===== src/rtl/trace_capture_pkg.sv =====
`default_nettype none
// ============================================================================
//  Module      : trace_capture_pkg
//  Description : Shared types and default constants for the trace capture
//                block. Holds the FSM state enum with its explicit 3-bit
//                encoding and the default sizing parameters.
//  Revision    : 1.0 - initial release
// ============================================================================
package trace_capture_pkg;

    localparam int DEF_WIDTH    = 16;
    localparam int DEF_CHANNELS = 4;
    localparam int DEF_DEPTH    = 32;
    localparam int STATE_W      = 3;

    typedef enum logic [STATE_W-1:0] {
        ST_IDLE  = 3'd0,
        ST_ARMED = 3'd1,
        ST_POST  = 3'd2,
        ST_DONE  = 3'd3,
        ST_READ  = 3'd4
    } state_t;

endpackage
`default_nettype wire


===== src/rtl/trace_capture_if.sv =====
`default_nettype none
// ============================================================================
//  Module      : trace_capture_if
//  Description : Readout handshake between the trace capture block and its
//                consumer.
//  Signals     : rd_valid - read data available (producer)
//                rd_ready - consumer accepts rd_data (consumer)
//                rd_data  - oldest unread sample (producer)
//  Modports    : master - producer side (trace_capture)
//                slave  - consumer side
//  Revision    : 1.0 - initial release
// ============================================================================
interface trace_capture_if
    import trace_capture_pkg::*;
#(
    parameter int DATA_W = DEF_WIDTH * DEF_CHANNELS
);
    logic              rd_valid;
    logic              rd_ready;
    logic [DATA_W-1:0] rd_data;

    modport master (output rd_valid, output rd_data, input rd_ready);
    modport slave  (input rd_valid, input rd_data, output rd_ready);
endinterface
`default_nettype wire


===== src/rtl/trace_ram.sv =====
`default_nettype none
// ============================================================================
//  Module      : trace_ram
//  Description : Single-clock simple dual-port memory, DEPTH x DATA_W, with a
//                registered read port. Contents are never reset.
//  Ports       : clk   - clock
//                we    - write enable
//                waddr - write address
//                wdata - write data
//                raddr - read address (data appears one cycle later)
//                rdata - registered read data
//  Revision    : 1.0 - initial release
// ============================================================================
module trace_ram #(
    parameter int DEPTH  = 32,
    parameter int DATA_W = 64
) (
    input  logic                     clk,
    input  logic                     we,
    input  logic [$clog2(DEPTH)-1:0] waddr,
    input  logic [DATA_W-1:0]        wdata,
    input  logic [$clog2(DEPTH)-1:0] raddr,
    output logic [DATA_W-1:0]        rdata
);
    logic [DATA_W-1:0] r_mem [DEPTH];

    always_ff @(posedge clk) begin
        if (we) begin
            r_mem[waddr] <= wdata;
        end
        rdata <= r_mem[raddr];
    end
endmodule
`default_nettype wire


===== src/rtl/trace_capture.sv =====
`default_nettype none
// ============================================================================
//  Module      : trace_capture
//  Description : Logic-analyser style trace buffer. After arm, samples are
//                written into a circular buffer until a trigger, then
//                post_count further samples are stored and the captured
//                window is streamed out oldest-first over a valid/ready port.
//  Ports       : Clk, Reset_n     - clock, asynchronous active-low reset
//                probe            - CHANNELS*WIDTH probe word, ch0 in LSBs
//                sample_en        - probe is a valid sample this cycle
//                arm              - pulse that starts/restarts a capture
//                trig             - external level trigger
//                post_count       - post-trigger samples, latched on arm
//                rd (master)      - rd_valid / rd_ready / rd_data readout
//                state_o          - current FSM state encoding
//                trig_pos         - trigger sample index in readout order
//  Options     : TRACE_CAPTURE_MATCH_EN adds match_val/match_mask inputs and
//                a channel-0 masked-compare trigger ORed with trig.
//  Revision    : 1.0 - initial release
// ============================================================================
module trace_capture
    import trace_capture_pkg::*;
#(
    parameter int WIDTH    = DEF_WIDTH,
    parameter int CHANNELS = DEF_CHANNELS,
    parameter int DEPTH    = DEF_DEPTH
) (
    input  logic                        Clk,
    input  logic                        Reset_n,
    input  logic [CHANNELS*WIDTH-1:0]   probe,
    input  logic                        sample_en,
    input  logic                        arm,
    input  logic                        trig,
    input  logic [$clog2(DEPTH)-1:0]    post_count,
`ifdef TRACE_CAPTURE_MATCH_EN
    input  logic [WIDTH-1:0]            match_val,
    input  logic [WIDTH-1:0]            match_mask,
`endif
    trace_capture_if.master             rd,
    output logic [STATE_W-1:0]          state_o,
    output logic [$clog2(DEPTH)-1:0]    trig_pos
);
    localparam int AW = $clog2(DEPTH);
    localparam int FW = AW + 1;          // fill must be able to hold DEPTH
    localparam int DW = CHANNELS * WIDTH;
    localparam logic [FW-1:0] C_FULL = FW'(DEPTH);

    state_t          r_state, w_state_nxt;
    logic [AW-1:0]   r_wr_ptr, r_rd_ptr, r_post, r_post_left;
    logic [FW-1:0]   r_fill, r_rd_left;
    logic            r_rd_valid;
    logic            w_restart, w_wr_en, w_enter_post, w_pop, w_trig;
    logic [AW-1:0]   w_rd_start, w_rd_addr;
    logic [DW-1:0]   w_ram_q;

`ifdef TRACE_CAPTURE_MATCH_EN
    logic w_match;
    assign w_match = (((probe[WIDTH-1:0] ^ match_val) & match_mask) == '0);
    assign w_trig  = trig | w_match;
`else
    assign w_trig  = trig;
`endif

    assign w_pop = r_rd_valid & rd.rd_ready;

    // Oldest stored sample. When the buffer is full fill[AW-1:0] is zero,
    // so the window starts at the write pointer itself.
    assign w_rd_start = r_wr_ptr - r_fill[AW-1:0];

    // The RAM address always points one step ahead of the registered read
    // pointer update, so the registered RAM output tracks mem[r_rd_ptr]
    // and holds steady while the consumer stalls.
    assign w_rd_addr = (r_state == ST_DONE) ? w_rd_start :
                       (w_pop ? r_rd_ptr + AW'(1) : r_rd_ptr);

    always_ff @(posedge Clk or negedge Reset_n) begin
        if (!Reset_n) begin
            r_state <= ST_IDLE;
        end else begin
            r_state <= w_state_nxt;
        end
    end

    always_comb begin
        w_state_nxt  = r_state;
        w_restart    = 1'b0;
        w_wr_en      = 1'b0;
        w_enter_post = 1'b0;
        case (r_state)
            ST_IDLE: begin
                if (arm) begin
                    w_restart   = 1'b1;
                    w_state_nxt = ST_ARMED;
                end
            end
            ST_ARMED: begin
                if (arm) begin
                    w_restart   = 1'b1;
                end else if (sample_en) begin
                    w_wr_en = 1'b1;
                    if (w_trig) begin
                        if (r_post == '0) begin
                            w_state_nxt = ST_DONE;
                        end else begin
                            w_enter_post = 1'b1;
                            w_state_nxt  = ST_POST;
                        end
                    end
                end
            end
            ST_POST: begin
                if (arm) begin
                    w_restart   = 1'b1;
                    w_state_nxt = ST_ARMED;
                end else if (sample_en) begin
                    w_wr_en = 1'b1;
                    if (r_post_left == AW'(1)) begin
                        w_state_nxt = ST_DONE;
                    end
                end
            end
            ST_DONE: begin
                w_state_nxt = ST_READ;
            end
            ST_READ: begin
                if (w_pop && r_rd_left == FW'(1)) begin
                    w_state_nxt = ST_IDLE;
                end
            end
            default: begin
                w_state_nxt = ST_IDLE;
            end
        endcase
    end

    always_ff @(posedge Clk or negedge Reset_n) begin
        if (!Reset_n) begin
            r_wr_ptr    <= '0;
            r_fill      <= '0;
            r_post      <= '0;
            r_post_left <= '0;
            r_rd_ptr    <= '0;
            r_rd_left   <= '0;
            r_rd_valid  <= 1'b0;
            trig_pos    <= '0;
        end else begin
            if (w_restart) begin
                r_wr_ptr <= '0;
                r_fill   <= '0;
                r_post   <= post_count;
            end else if (w_wr_en) begin
                r_wr_ptr <= r_wr_ptr + AW'(1);
                if (r_fill != C_FULL) begin
                    r_fill <= r_fill + FW'(1);
                end
            end

            if (w_enter_post) begin
                r_post_left <= r_post;
            end else if (r_state == ST_POST && w_wr_en) begin
                r_post_left <= r_post_left - AW'(1);
            end

            if (r_state == ST_DONE) begin
                // Everything stored ahead of the post-trigger tail and the
                // trigger sample itself precedes the trigger in readout.
                r_rd_ptr   <= w_rd_start;
                r_rd_left  <= r_fill;
                r_rd_valid <= 1'b1;
                trig_pos   <= AW'(r_fill - FW'(1) - FW'(r_post));
            end else if (w_pop) begin
                r_rd_ptr  <= r_rd_ptr + AW'(1);
                r_rd_left <= r_rd_left - FW'(1);
                if (r_rd_left == FW'(1)) begin
                    r_rd_valid <= 1'b0;
                end
            end
        end
    end

    trace_ram #(
        .DEPTH  (DEPTH),
        .DATA_W (DW)
    ) u_ram (
        .clk   (Clk),
        .we    (w_wr_en),
        .waddr (r_wr_ptr),
        .wdata (probe),
        .raddr (w_rd_addr),
        .rdata (w_ram_q)
    );

    // RAM output register cannot be reset; gate it so rd_data reads zero
    // whenever nothing valid is being presented.
    assign rd.rd_valid = r_rd_valid;
    assign rd.rd_data  = r_rd_valid ? w_ram_q : '0;
    assign state_o     = r_state;

endmodule
`default_nettype wire


===== src/flat_wrapper.sv =====
// flat-port wrapper written by rule: the top's interface ports become plain ports
module trace_capture_flat import trace_capture_pkg::*;
#(
    parameter int WIDTH    = DEF_WIDTH,
    parameter int CHANNELS = DEF_CHANNELS,
    parameter int DEPTH    = DEF_DEPTH
)
  (Clk, Reset_n, probe, sample_en, arm, trig, post_count, state_o, trig_pos, rd_rd_valid, rd_rd_data, rd_rd_ready);
  trace_capture_if rd_i ();
  input  logic Clk;
  input  logic Reset_n;
  input  logic [CHANNELS*WIDTH-1:0] probe;
  input  logic sample_en;
  input  logic arm;
  input  logic trig;
  input  logic [$clog2(DEPTH)-1:0] post_count;
  output logic [STATE_W-1:0] state_o;
  output logic [$clog2(DEPTH)-1:0] trig_pos;
  output wire logic [$bits(rd_i.rd_valid)-1:0] rd_rd_valid;
  output wire logic [$bits(rd_i.rd_data)-1:0] rd_rd_data;
  input wire logic [$bits(rd_i.rd_ready)-1:0] rd_rd_ready;
  assign rd_rd_valid = rd_i.rd_valid;
  assign rd_rd_data = rd_i.rd_data;
  assign rd_i.rd_ready = rd_rd_ready;
  trace_capture #(.WIDTH(WIDTH), .CHANNELS(CHANNELS), .DEPTH(DEPTH)) u_core (.Clk(Clk), .Reset_n(Reset_n), .probe(probe), .sample_en(sample_en), .arm(arm), .trig(trig), .post_count(post_count), .rd(rd_i), .state_o(state_o), .trig_pos(trig_pos));
endmodule

===== config.mk =====
export PLATFORM = sky130hd
export DESIGN_NAME = trace_capture_flat
export DESIGN_NICKNAME = d
export VERILOG_FILES = /design/src/rtl/trace_capture_pkg.sv /design/src/rtl/trace_capture_if.sv /design/src/rtl/trace_ram.sv /design/src/rtl/trace_capture.sv /design/src/flat_wrapper.sv
export SDC_FILE = /design/constraint.sdc
export NUM_CORES = 2
export LEC_CHECK = 0
export CAP_MARGIN = 25
export CORE_MARGIN = 8
export CORE_UTILIZATION = 27
export CTS_CLUSTER_DIAMETER = 80
export DETAILED_ROUTE_END_ITERATION = 7
export SLEW_MARGIN = 40
export SYNTH_ARGS = -nofsm -noshare
export SYNTH_HDL_FRONTEND = slang
export SYNTH_SLANG_ARGS = --single-unit

===== constraint.sdc =====
create_clock -name Clk -period 8.7 [get_ports Clk]
set_clock_uncertainty 0.15 [all_clocks]
set_input_delay 2.61 -clock Clk [delete_from_list [all_inputs] [get_ports Clk]]
set_output_delay 2.61 -clock Clk [all_outputs]
set_load 0.01 [all_outputs]

==> results.md <==
- Ys async rst share: 1.90%
- Final cell count without fillers: 9050
- Comb pwr share: 32.6%
- Cts repair resizes: 0
- Grt total ovfl: 0
- Die width: 567 um
- Final setup viols: 0
- NetSw: 0.0106 W
- Gpl congestion: 0.749
- Post-synth top area share: 75.0%
- Share of cells above drive strength 1: 16.1%
- Die height: 567 um
- Commonest non-fill, non-tap cell in the layout: edfxtp_1
- Antenna violations before repair: 46
- Beginning of the worst hold path: u_core.trig_pos[0]
- Status: completed
- GRT Total Usage: 13.9%
- Clk_lat worst skew: 890 ps
- Number of hold buffers added after cts: 0
- Critical path origin: rd_rd_ready
- CP Class: input pin to flip-flop
- WL final: 233000 um
- Initial core utilization: 27.1%
- CP Launch Type: input pin
- Die area: 322000 um2
- Mux contribution to synthesized area: 8.64%
- Htree depth: 4
- EDFF count, synth: 2048
- Via/cell ratio: 4.97
- Cell taking the most area after synthesis: edfxtp_1
- Required @ worst endpoint: 9250 ps
- First-pass iteration count of the detailed router: 5
- DP Cell Count: 8635
- Max_cap viols: 0
- Cell area power density: 327 nW/um2
- Row count: 202
- # DRC: 0
- Core box area: 303000 um2
- Post-DP HPWL: 121000 um
- Post-Synth XOR/XNOR Area: 0.267%
- Post-route ant nets: 0
- Type of the tightest min-delay check: flip-flop to flip-flop
- Worst-path fanout max: 104
- Fmax: 166 MHz
- Main combinational cell family by area after synthesis: multiplexers
- First-pass GRT wire length: 329000 um
- Initial DRC Count: 5610
- Yosys reg bits: 2153
- Mapped Cells: 4669
- Main flop type after synthesis: edfxtp_1
- Worst Path Arrival: 6560 ps
- Area growth syn-to-layout: 16.9%
- CP endpoint kind: flip-flop
- Clock share of power: 29.1%
- Vias in the first global route: 44500
- Syn Nets: 4765
- Clock period minus worst slack: 6020 ps
- Avg WL per Cell: 25.7 um
- Leakage: 30.3 nW
- Synth area leaders: edfxtp_1 75%, mux4_2 6.9%, nand2_1 3.7%, mux2i_1 1.7%, nand3_1 1.6%
- CTS Root Buffer Type: clkbuf_16
- Post-Synthesis Cell Area: 82000 um2
- Rel. slew slack: 38.4%
- Nets: 4974
- Port Buffers: 147
- Synthesis Warnings: 0
- Post-synthesis sequential area ratio: 77.8%
- Clock buffer count from CTS: 217
- Power Total: 0.0313 W
- Boundary pin count: 148
- Largest net degree at the start of global routing: 123
- Adder-cell share of the synthesized area: 0.339%
- Setup bufs post-CTS: 0
- Worst slew pin tran: 923 ps
- Avg Inst Size Synth: 17.6 um2
- Final hold violation count: 0
- Fin crit share: 69.2%
- Slew Limit Fails: 0
- Setup_tns: 0 ps
- Via Count: 45000
- Peak VDD IR: 0.274 mV
- TritonCTS clock tree: yes
- RR Startpoint: u_core.rd.rd_valid
- Number of distinct library cells after synthesis: 63
- Clock transition at path regs: 60 ps
- Sw frac: 33.8%
- RSZ-0062 raised after global routing: false
- Simple-gate area share of the yosys netlist: 7.91%
- Deepest clock path buffer count: 4
- # clock sinks: 2153
- Hold_ws: 329 ps
- Synth Area in Compound Gates: 3.30%
- P_int: 0.0207 W
- Seq pwr share: 38.3%
- Most frequent cells in the layout: 2048 x edfxtp_1, 802 x nand2_1, 261 x nand3_1
-- cell families after synthesis --
| logic type | Yosys count |
|---|---|
| simple gates | 1422 |
| compound gates | 339 |
| buf+inv | 315 |
| fa+ha+maj | 21 |
| xor+xnor | 25 |
| flops | 2153 |
| mux | 394 |
-- worst max-delay path: stages --
cell and delay (ps):
clkdlybuf4s50_1 630, and3b_1 490, o31ai_4 570, buf_4 470, buf_12 500, mux4_2 590, a22oi_1 340, nand4_1 150
-- final cells by class --
cell class	instances	area, um2
fill	28800	207000
sequential	2153	63800
multi-input combinational	2201	17100
clock buffer	275	5840
tap	3978	4980
timing repair buffer	268	2810
clock inverter	122	1060
inverter	37	154
antenna	16	40.0
-- per-stage QoR --
step	util [%]	setup slack (ps)	cell area (um2)
2_1_floorplan	-	1950	82000
3_3_place_gp	29.3	1230	88800
3_5_place_dp	29.4	1810	88900
4_1_cts	31.7	2440	95800
5_1_grt	31.7	2410	95800
6_report	31.7	2680	95800
-- sequential cells by signal (all words and copies together) (netlist names) --
signal              cells
u_core.r_fill           6
u_core.r_post           5
u_core.r_post_left      5
u_core.r_rd_left        6
u_core.r_rd_ptr         5
u_core.r_wr_ptr         5
u_core.rd.rd_valid      1
u_core.state_o          3
u_core.trig_pos         5
u_core.u_ram.r_mem   2048
u_core.u_ram.rdata     64
-- power groups by stage --
stage / registers (W) / clock network, W / logic, W
floorplan: 0.0120 / 0 / 0.00663
global placement: 0.0122 / 0 / 0.0102
detailed placement: 0.0122 / 0 / 0.0103
CTS: 0.0120 / 0.00927 / 0.0103
global route: 0.0120 / 0.00965 / 0.0110
finish: 0.0120 / 0.00912 / 0.0102
-- final timing paths --
kind	endpoint	slack, ps	depth (start not counted)
worst min-delay path	u_core.trig_pos[0]	330	2
max in group asynchronous	u_core.rd.rd_valid	6380	1
worst min register to register	u_core.trig_pos[0]	330	2
min in group asynchronous	u_core.state_o[0]	1570	1
worst max register to register	u_core.u_ram.rdata[36]	3840	9
worst max-delay path	u_core.u_ram.rdata[36]	2680	8
-- synth_stat cells, types with 64 or more instances --
master,instances
a22oi_1,122
a32oi_1,127
and2_1,66
buf_2,143
clkbuf_1,116
dfxtp_1,64
edfxtp_1,2048
mux2i_1,136
mux4_2,250
nand2_1,803
nand3_1,261
nand4_1,194
-- layer usage --
| metal | wire length [um] | track usage (%) |
|---|---|---|
| met5 | 77 | 0 |
| met1 | 96900 | 18.9 |
| met4 | 5730 | 3.62 |
| met3 | 20500 | 3.22 |
| met2 | 110000 | 22.3 |
No activity file was read; power rests on OpenSTA's default activity.
